$ cat src/rtl/display_scan_ctrl_if.sv
// Bus between the display scanner and its host / seven-segment decoder.
// The host side (master) supplies the BCD word and display controls; the
// scanner side (slave) returns the current digit, its index and the anodes.
interface display_scan_ctrl_if;
  logic [15:0] digits_in;
  logic        load;
  logic        blank_lz;
  logic        blink_en;
  logic [1:0]  sel;
  logic [3:0]  d;
  logic [1:0]  cnt;
  logic [3:0]  an;
  logic        frame_done;
  logic        pending;

  modport master (
    output digits_in, load, blank_lz, blink_en, sel,
    input  d, cnt, an, frame_done, pending
  );

  modport slave (
    input  digits_in, load, blank_lz, blink_en, sel,
    output d, cnt, an, frame_done, pending
  );
endinterface

$ cat src/rtl/display_scan_ctrl.sv
// Four-digit seven-segment scanner. A prescaler sets the dwell time of each
// digit slot; the displayed word lives in a shadow register that is only
// updated at frame boundaries so a frame never mixes old and new digits.
// Leading-zero blanking and single-digit blink gate the active-low anodes.
module display_scan_ctrl #(
  parameter int SCAN_DIV     = 50000,
  parameter int BLINK_FRAMES = 125
) (
  input  logic                 clk,
  input  logic                 rst_n,
  display_scan_ctrl_if.slave   bus
);

  localparam int PW = (SCAN_DIV > 1) ? $clog2(SCAN_DIV) : 1;
  localparam int BW = (BLINK_FRAMES > 1) ? $clog2(BLINK_FRAMES) : 1;

  logic [PW-1:0] presc_q;
  logic [1:0]    cnt_q;
  logic [15:0]   shadow_q;
  logic [15:0]   pend_buf_q;
  logic          pending_q;
  logic          frame_done_q;
  logic [BW-1:0] blink_cnt_q;
  logic          blink_phase_q;

  logic          tick;
  logic          frame_edge;
  logic          z1, z2, z3;
  logic          lz_blank;
  logic          blink_off;

  assign tick       = (presc_q == PW'(SCAN_DIV - 1));
  assign frame_edge = tick && (cnt_q == 2'd3);

  // Prescaler: one tick per digit slot.
  always_ff @(posedge clk or negedge rst_n) begin
    if (!rst_n) begin
      presc_q <= '0;
    end else if (tick) begin
      presc_q <= '0;
    end else begin
      presc_q <= presc_q + PW'(1);
    end
  end

  // Digit counter advances each slot and wraps to 0 at the frame boundary.
  always_ff @(posedge clk or negedge rst_n) begin
    if (!rst_n) begin
      cnt_q        <= 2'd0;
      frame_done_q <= 1'b0;
    end else begin
      frame_done_q <= frame_edge;
      if (tick) begin
        cnt_q <= cnt_q + 2'd1;
      end
    end
  end

  // Double buffer: a load lands in the pending buffer and is promoted at the
  // next boundary; a load on the boundary itself goes straight to the shadow.
  always_ff @(posedge clk or negedge rst_n) begin
    if (!rst_n) begin
      shadow_q   <= 16'h0000;
      pend_buf_q <= 16'h0000;
      pending_q  <= 1'b0;
    end else if (frame_edge && bus.load) begin
      shadow_q   <= bus.digits_in;
      pend_buf_q <= bus.digits_in;
      pending_q  <= 1'b0;
    end else if (frame_edge && pending_q) begin
      shadow_q   <= pend_buf_q;
      pending_q  <= 1'b0;
    end else if (bus.load) begin
      pend_buf_q <= bus.digits_in;
      pending_q  <= 1'b1;
    end
  end

  // Blink timebase: counts frames while enabled, held at zero otherwise so a
  // fresh enable always begins with a full visible half-period.
  always_ff @(posedge clk or negedge rst_n) begin
    if (!rst_n) begin
      blink_cnt_q   <= '0;
      blink_phase_q <= 1'b0;
    end else if (!bus.blink_en) begin
      blink_cnt_q   <= '0;
      blink_phase_q <= 1'b0;
    end else if (frame_edge) begin
      if (blink_cnt_q == BW'(BLINK_FRAMES - 1)) begin
        blink_cnt_q   <= '0;
        blink_phase_q <= ~blink_phase_q;
      end else begin
        blink_cnt_q <= blink_cnt_q + BW'(1);
      end
    end
  end

  // Suppression: a digit is a leading zero when it and every higher digit are
  // zero; digit 0 always shows. Blink hides the selected slot in the off phase.
  always_comb begin
    z3        = (shadow_q[15:12] == 4'h0);
    z2        = z3 && (shadow_q[11:8] == 4'h0);
    z1        = z2 && (shadow_q[7:4] == 4'h0);
    lz_blank  = 1'b0;
    case (cnt_q)
      2'd1:    lz_blank = bus.blank_lz && z1;
      2'd2:    lz_blank = bus.blank_lz && z2;
      2'd3:    lz_blank = bus.blank_lz && z3;
      default: lz_blank = 1'b0;
    endcase
    blink_off = bus.blink_en && blink_phase_q && (cnt_q == bus.sel);
  end

  assign bus.d          = shadow_q[{cnt_q, 2'b00} +: 4];
  assign bus.cnt        = cnt_q;
  assign bus.an         = (lz_blank || blink_off) ? 4'b1111 : ~(4'b0001 << cnt_q);
  assign bus.frame_done = frame_done_q;
  assign bus.pending    = pending_q;

endmodule
$ cat src/flat_wrapper.sv
// flat-port wrapper written by rule: the top's interface ports become plain ports
module display_scan_ctrl_flat 
#(
  parameter int SCAN_DIV     = 50000,
  parameter int BLINK_FRAMES = 125
)
  (clk, rst_n, bus_digits_in, bus_load, bus_blank_lz, bus_blink_en, bus_sel, bus_d, bus_cnt, bus_an, bus_frame_done, bus_pending);
  display_scan_ctrl_if bus_i ();
  input  logic clk;
  input  logic rst_n;
  input wire logic [$bits(bus_i.digits_in)-1:0] bus_digits_in;
  input wire logic [$bits(bus_i.load)-1:0] bus_load;
  input wire logic [$bits(bus_i.blank_lz)-1:0] bus_blank_lz;
  input wire logic [$bits(bus_i.blink_en)-1:0] bus_blink_en;
  input wire logic [$bits(bus_i.sel)-1:0] bus_sel;
  output wire logic [$bits(bus_i.d)-1:0] bus_d;
  output wire logic [$bits(bus_i.cnt)-1:0] bus_cnt;
  output wire logic [$bits(bus_i.an)-1:0] bus_an;
  output wire logic [$bits(bus_i.frame_done)-1:0] bus_frame_done;
  output wire logic [$bits(bus_i.pending)-1:0] bus_pending;
  assign bus_i.digits_in = bus_digits_in;
  assign bus_i.load = bus_load;
  assign bus_i.blank_lz = bus_blank_lz;
  assign bus_i.blink_en = bus_blink_en;
  assign bus_i.sel = bus_sel;
  assign bus_d = bus_i.d;
  assign bus_cnt = bus_i.cnt;
  assign bus_an = bus_i.an;
  assign bus_frame_done = bus_i.frame_done;
  assign bus_pending = bus_i.pending;
  display_scan_ctrl #(.SCAN_DIV(SCAN_DIV), .BLINK_FRAMES(BLINK_FRAMES)) u_core (.clk(clk), .rst_n(rst_n), .bus(bus_i));
endmodule
$ cat config.mk
export PLATFORM = sky130hd
export DESIGN_NAME = display_scan_ctrl_flat
export DESIGN_NICKNAME = d
export VERILOG_FILES = /design/src/rtl/display_scan_ctrl_if.sv /design/src/rtl/display_scan_ctrl.sv /design/src/flat_wrapper.sv
export SDC_FILE = /design/constraint.sdc
export NUM_CORES = 1
export LEC_CHECK = 0
export CAP_MARGIN = 20
export CORE_UTILIZATION = 49
export CTS_CLUSTER_DIAMETER = 30
export DETAILED_ROUTE_END_ITERATION = 12
export PLACE_DENSITY = 0.82
export SLEW_MARGIN = 15
export SYNTH_ARGS = -nofsm -noshare
export SYNTH_HDL_FRONTEND = slang
export SYNTH_SLANG_ARGS = --single-unit
$ cat constraint.sdc
create_clock -name clk -period 6.39 [get_ports clk]
set_clock_uncertainty 0.05 [all_clocks]
set_input_delay 1.5975 -clock clk [delete_from_list [all_inputs] [get_ports clk]]
set_output_delay 1.5975 -clock clk [all_outputs]
set_load 0.1 [all_outputs]
* Yosys cells after proc, flatten, opt, wreduce, memory -nomap -nowiden
Index checks and enable logic that the tools add are counted.
** Cells by class
- Add/sub/neg operators :: 3
- $mul :: 0
- Divide/modulo/power cells :: 0
- Order comparisons :: 0
- Eq/ne operators :: 9
- Shift operators :: 2
- Mux-type cells :: 17
- Bitwise gates (word level) :: 2
- Reductions and logical operators :: 19
** Operators by type and width (number)
- $mux W16 :: 6
- $mux W7 :: 3
- $add A16 B1 Y16 const B :: 1
- $eq A16 B16 Y1 const B :: 1
- $shiftx A16 B5 Y4 :: 1
- $logic_not A4 Y1 :: 3
- $logic_and A1 B1 Y1 :: 10
- $add A7 B1 Y7 const B :: 1
- $eq A7 B7 Y1 const B :: 1
- $mux W1 :: 6
- $ne A2 B1 Y1 const B :: 3
- $eq A2 B2 Y1 const B :: 2
- $mux W4 :: 1
- $not A4 Y4 :: 1
- $reduce_and A2 Y1 :: 2
- $reduce_bool A2 Y1 :: 2
- $shl A1 B2 Y4 const A :: 1
- $pmux W1 S3 :: 1
- $reduce_bool A3 Y1 :: 1
- $add A2 B1 Y2 const B :: 1
- $eq A2 B1 Y1 const B :: 1
- $eq A2 B2 Y1 :: 1
- $logic_or A1 B1 Y1 :: 1
- $not A1 Y1 :: 1
** Word-level totals
- Register bits after elaboration :: 60
- Bits in latches :: 0
- RAM bits :: 0
- Bits in read-only memories :: 0
- Bits of input ports :: 23
- Word-level logic and storage cells :: 60
- Memories :: 0

* Longest topological paths before layout
- Depth in word-level cells :: 7
- Depth in mapped cells :: 6
- Depth with buffers taken out :: 5

* Worst setup path before layout
OpenSTA, ideal clock, no wires.
- Kind :: flip-flop to output port
- From :: reg u_core.cnt_q[0], in the netlist u_core.bus.cnt[0]
- To :: out bus_an[1]
- Data arrival time :: 2886 ps
- Path slack :: 1856 ps
- Stages on the path, launching flop included :: 7
- Buffers on the path :: 1
- Cells stage by stage :: dfrtp_1 > clkbuf_1 > inv_1 > ha_1 > o21a_1 > o2111ai_1 > nand3_1
** On the way
- Word-level cells in the longest chain between the ends :: 4
** RTL lines
- start, declared :: line display_scan_ctrl.sv:18 : logic [1:0] cnt_q;
- start signal, assigned :: line display_scan_ctrl.sv:54 : cnt_q <= cnt_q + 2'd1;
- $eq A2 B2 Y1, or another cell as far along :: line display_scan_ctrl.sv:105 : case (cnt_q)
- $pmux W1 S3 or $logic_and A1 B1 Y1 (tied branches) :: line display_scan_ctrl.sv:105, display_scan_ctrl.sv:111
- $logic_or A1 B1 Y1 :: line display_scan_ctrl.sv:116 : assign bus.an = (lz_blank || blink_off) ? 4'b1111 : ~(4'b0001 << cnt_q);
- $mux W4 (*) :: line display_scan_ctrl.sv:116
- end, declared :: line flat_wrapper.sv:18 : output wire logic [$bits(bus_i.an)-1:0] bus_an;
Mark *: on every way between the ends. The rest lies on a longest branch, timed or not.

* Worst setup path in the final report
- From :: in bus_blink_en
- To :: out bus_an[3]
** On the way
- Word-level cells in the longest chain between the ends :: 4
** RTL lines
- start, declared :: line flat_wrapper.sv:14 : input wire logic [$bits(bus_i.blink_en)-1:0] bus_blink_en;
- $logic_and A1 B1 Y1 (2 in series) :: line display_scan_ctrl.sv:111 : blink_off = bus.blink_en && blink_phase_q && (cnt_q == bus.sel);
- $logic_or A1 B1 Y1 :: line display_scan_ctrl.sv:116
- $mux W4 :: line display_scan_ctrl.sv:116
No other way between the ends.

==> results <==
- The run finished with clean final reports.
- The area added between synthesis and finish is 20.5%.
- For flop-to-flop paths, the worst setup slack is ~3.7 ns.
- The count of clock tree sinks is 60.
- The top-level I/O count is 35.
- The arrival time reported for the critical path endpoint is between 3 and 4 ns.
- The number of synthesized register bits is 60.
- In the global route stage, met2 resource usage came out at 32.5%.
- Among all flip-flop cells after synthesis, the most frequent one is sky130_fd_sc_hd__dfrtp_1.
- The initial antenna violation count is 0.
- The final count of pins violating max slew is 0.
- Summed over all nets, the half-perimeter wirelength after detailed placement is 3790 um.
- Buffers inserted during clock tree synthesis total 9.
- Of the available clock period, the critical path in the final layout requires between 70% and 80%.
- The root buffer cell is sky130_fd_sc_hd__clkbuf_8.
- The critical path ends at bus_an[3].
- Across the VDD grid, the largest voltage drop is approximately 0.17 mV.
- The number of nets in the synthesized netlist is between 200 and 300.
- The average cell area after synthesis is between 10 and 15 um2.
- The summed instance area of the synthesized netlist is just under 3000 um2.
- After detailed routing, the number of vias per cell comes to about 5.6.
- Counting flops with a built-in enable in the synthesized netlist gives 0.
- The area of the die is about 6300 um2.
- STA classifies the critical path startpoint as an input port.
- The most common cell after layout, fill and taps aside is sky130_fd_sc_hd__dfrtp_1.
- The first-pass detailed-route iteration total is 4.
- Summing all multi-input logic gate instances after layout gives roughly 1300 um2.
- The fraction of final layout cells with drive strength greater than 1 is 20.1%.
- Summing internal, switching and leakage power gives a little under 800 uW.
- The routability congestion estimate is 0.786.
- The die extent in y is a little under 80 um.
- In the global route stage, overall resource usage came out at between 20% and 30%.
- The hold violation count in the final report was 0.
- The initialized floorplan defines 27 standard-cell rows.
- The power per cell area is roughly 220 nW/um2.
- TritonCTS built the clock tree.
- The later pin in the worst-skew pair is clocked with a latency of 0.33 ns.
- Leaving out fill and tap cells, the most frequent cells in the layout are sky130_fd_sc_hd__dfrtp_1 (60), sky130_fd_sc_hd__clkdlybuf4s50_1 (29), sky130_fd_sc_hd__mux2_2 (26).
- The met3 usage in global routing is 3.79%.
- The count of distinct cell types in the synthesized netlist is 43.
- The worst setup path is captured at a primary output.
- At the worst endpoint, the required time is roughly 4.7 ns.
- The number of warnings reported in the yosys synthesis log is 0.
- The final-layout fill cell count is ~440.
- The region available for standard cell placement spans around 5600 um2.
- The DRC violation total after the first TritonRoute iteration is about 120.
- The H-tree level count is 3.
- In the routed design, unresolved DRC markers number 0.
- In this run the worst setup path begins at bus_blink_en.
- The total number of nets in the final design is 320.
- In the final timing run, aggregate negative setup slack is 0 ns.
- The starting density of the core is slightly above 50%.
- Of all nets on the critical path, the largest fanout is 14.
- The pin count of the biggest net entering global routing is around 60.
- The tightest min-delay check is of the register to register type.
- The global routing met1 resource utilization is between 20 and 30%.
- For the worst flop-to-flop path, the logic depth is 6.
- The layer flagged by global routing as most heavily used is met2.
- Measured against its own limit, the worst slew margin works out to approximately a third.
- Setup violations remaining at the end of the flow were counted as 0.
- Counting I/O delays and the setup requirement, the final critical path takes between 5 and 6 ns.
- For the pin with the worst max-slew slack, the measured transition is 0.970 ns.
- The count of instances resized after the clock tree is built is 0.
- Once detail routing completed, the nets flagged for antenna violations numbered 0.
- The startpoint identified for the worst register-to-register timing path is u_core.bus.cnt[0].
- The fraction of the yosys area taken by sequential cells is about half.
- The hold buffer count at CTS is 0.
- Setup repair after global routing left no endpoint under its margin.
- After detailed routing, the average wire length per cell comes to ~15 um.
- Wires add up to between 5000 and 6000 um.
- The number of antenna diodes is 0.
- The critical path is of the input port to primary output type.
- The register area is between 1500 and 2000 um2.
- The total leakage power is between 1.5 and 2 nW.
- The post-CTS clock slew at the launch and capture registers of the worst setup and hold paths is approximately 0.060 ns.
- The buffer levels on the longest clock path is 2.
- The routed layout has between 2000 and 2500 vias.
- The aggregate global routing overflow is 0.
- The maximum frequency from static timing analysis is roughly 0.20 GHz.
- The number of global-route vias before repair is 2028.
- The wire length of the first global-routing pass is a little under 10000 um.
- The worst register-to-register path ends at u_core.shadow_q[6].
- The synthesized instance count is 251.
- After synthesis, the share of flip-flops with an asynchronous set or reset is 100%.
- After clock tree synthesis, the setup repair step added 0 buffers.
- The total of max-cap violations is 0.
- The count of port buffers added during placement is 34.
- Measured along the x axis, the die boundary spans slightly below 80 um.
==> stage by stage <==
step                setup slack, ns  utilization (%)  instances  hold WS [ns]  instance area, um2
CTS                            1.37             62.6        366         0.448                3530
global route                   1.27             62.6        366         0.461                3530
finish                         1.36             62.6        366         0.443                3530
global placement               1.45             59.1        351         0.430                3330
floorplan                      1.86                -        251         0.406                2930
detailed placement             1.37             59.1        351         0.432                3330
==> worst max-delay path, cell delays in order <==
cell and delay, ns:
sky130_fd_sc_hd__clkdlybuf4s50_1 0.74, sky130_fd_sc_hd__nand2_1 0.20, sky130_fd_sc_hd__or3_1 0.43, sky130_fd_sc_hd__nand3_1 0.11, sky130_fd_sc_hd__buf_4 0.29
==> cell families (layout without fill, tap and decap cells) <==
logic type	count (synthesis)	in the layout	synth area share (%)
AOI/OAI and AO/OA	26	26	5.29
xor gates and xnor gates	14	14	4.18
adders and majority gates	7	7	2.99
buffers and inverters	21	64	2.94
DFF	60	60	51.2
muxes	37	37	15.5
and+or+nand+nor	86	86	17.9
==> layout make-up <==
| type | count | area share, % |
|---|---|---|
| Timing Repair Buffer | 38 | 10.1 |
| Tap cell | 72 | 2.55 |
| Sequential cell | 60 | 42.5 |
| Clock buffer | 11 | 4.29 |
| Inverter | 11 | 1.17 |
| Multi-Input combinational cell | 170 | 38.0 |
| Clock inverter | 4 | 1.38 |
==> Yosys cell counts, types with 2 or more instances <==
library cell	number	area, um2
sky130_fd_sc_hd__xnor2_1	4	35.0
sky130_fd_sc_hd__xor2_1	10	87.6
sky130_fd_sc_hd__nor2b_1	2	12.5
sky130_fd_sc_hd__nor3b_1	4	30.0
sky130_fd_sc_hd__mux2i_1	7	70.1
sky130_fd_sc_hd__nand4b_1	2	17.5
sky130_fd_sc_hd__o21ai_0	8	40.0
sky130_fd_sc_hd__mux2_2	26	293
sky130_fd_sc_hd__and4_1	2	17.5
sky130_fd_sc_hd__inv_1	11	41.3
sky130_fd_sc_hd__o21a_1	3	22.5
sky130_fd_sc_hd__or4b_1	2	20.0
sky130_fd_sc_hd__dfrtp_1	60	1500
sky130_fd_sc_hd__nand4_1	5	31.3
sky130_fd_sc_hd__nand3_1	12	60.1
sky130_fd_sc_hd__clkbuf_1	8	30.0
sky130_fd_sc_hd__nor4_1	9	56.3
sky130_fd_sc_hd__or3_1	2	12.5
sky130_fd_sc_hd__a21oi_1	5	25.0
sky130_fd_sc_hd__and3b_1	4	35.0
sky130_fd_sc_hd__nor2_1	10	37.5
sky130_fd_sc_hd__ha_1	7	87.6
sky130_fd_sc_hd__nor3_1	4	20.0
sky130_fd_sc_hd__mux4_2	4	90.1
sky130_fd_sc_hd__nand2b_1	2	12.5
sky130_fd_sc_hd__nand2_1	17	63.8
sky130_fd_sc_hd__a31oi_1	4	25.0
sky130_fd_sc_hd__a21o_1	2	15.0
==> power breakdown <==
| group | total, mW | switching [mW] | leakage [nW] | internal [mW] |
|---|---|---|---|---|
| clock network | 0.343 | 0.145 | 0.105 | 0.198 |
| registers | 0.393 | 0.00324 | 0.782 | 0.390 |
| logic | 0.0424 | 0.0189 | 0.648 | 0.0235 |
==> worst min path at each step <==
stage / slack (ns) / endpoint / start / cells past startpoint
2_1_floorplan: 0.41 / u_core.presc_q[12] / u_core.presc_q[12] / 1
3_3_place_gp: 0.43 / u_core.pend_buf_q[0] / u_core.pend_buf_q[0] / 1
3_5_place_dp: 0.43 / u_core.pend_buf_q[0] / u_core.pend_buf_q[0] / 1
4_1_cts: 0.45 / u_core.presc_q[12] / u_core.presc_q[12] / 1
5_1_grt: 0.46 / u_core.pend_buf_q[7] / u_core.pend_buf_q[7] / 1
6_report: 0.44 / u_core.presc_q[12] / u_core.presc_q[12] / 1
==> sequential cells by signal, indices dropped and copies added, names as in the netlist <==
register and flops:
u_core.shadow_q 16, u_core.presc_q 16, u_core.bus.cnt 2, u_core.bus.pending 1, u_core.pend_buf_q 16, u_core.blink_cnt_q 7
u_core.blink_phase_q 1, u_core.bus.frame_done 1
==> per-layer routing <==
layer | vias to the layer above | routed length, um
met3 | 8 | 179
met5 | - | 0
li1 | 989 | -
met4 | 0 | 103
met2 | 43 | 2660
met1 | 1021 | 2660
(Power assumes the default switching activity.)
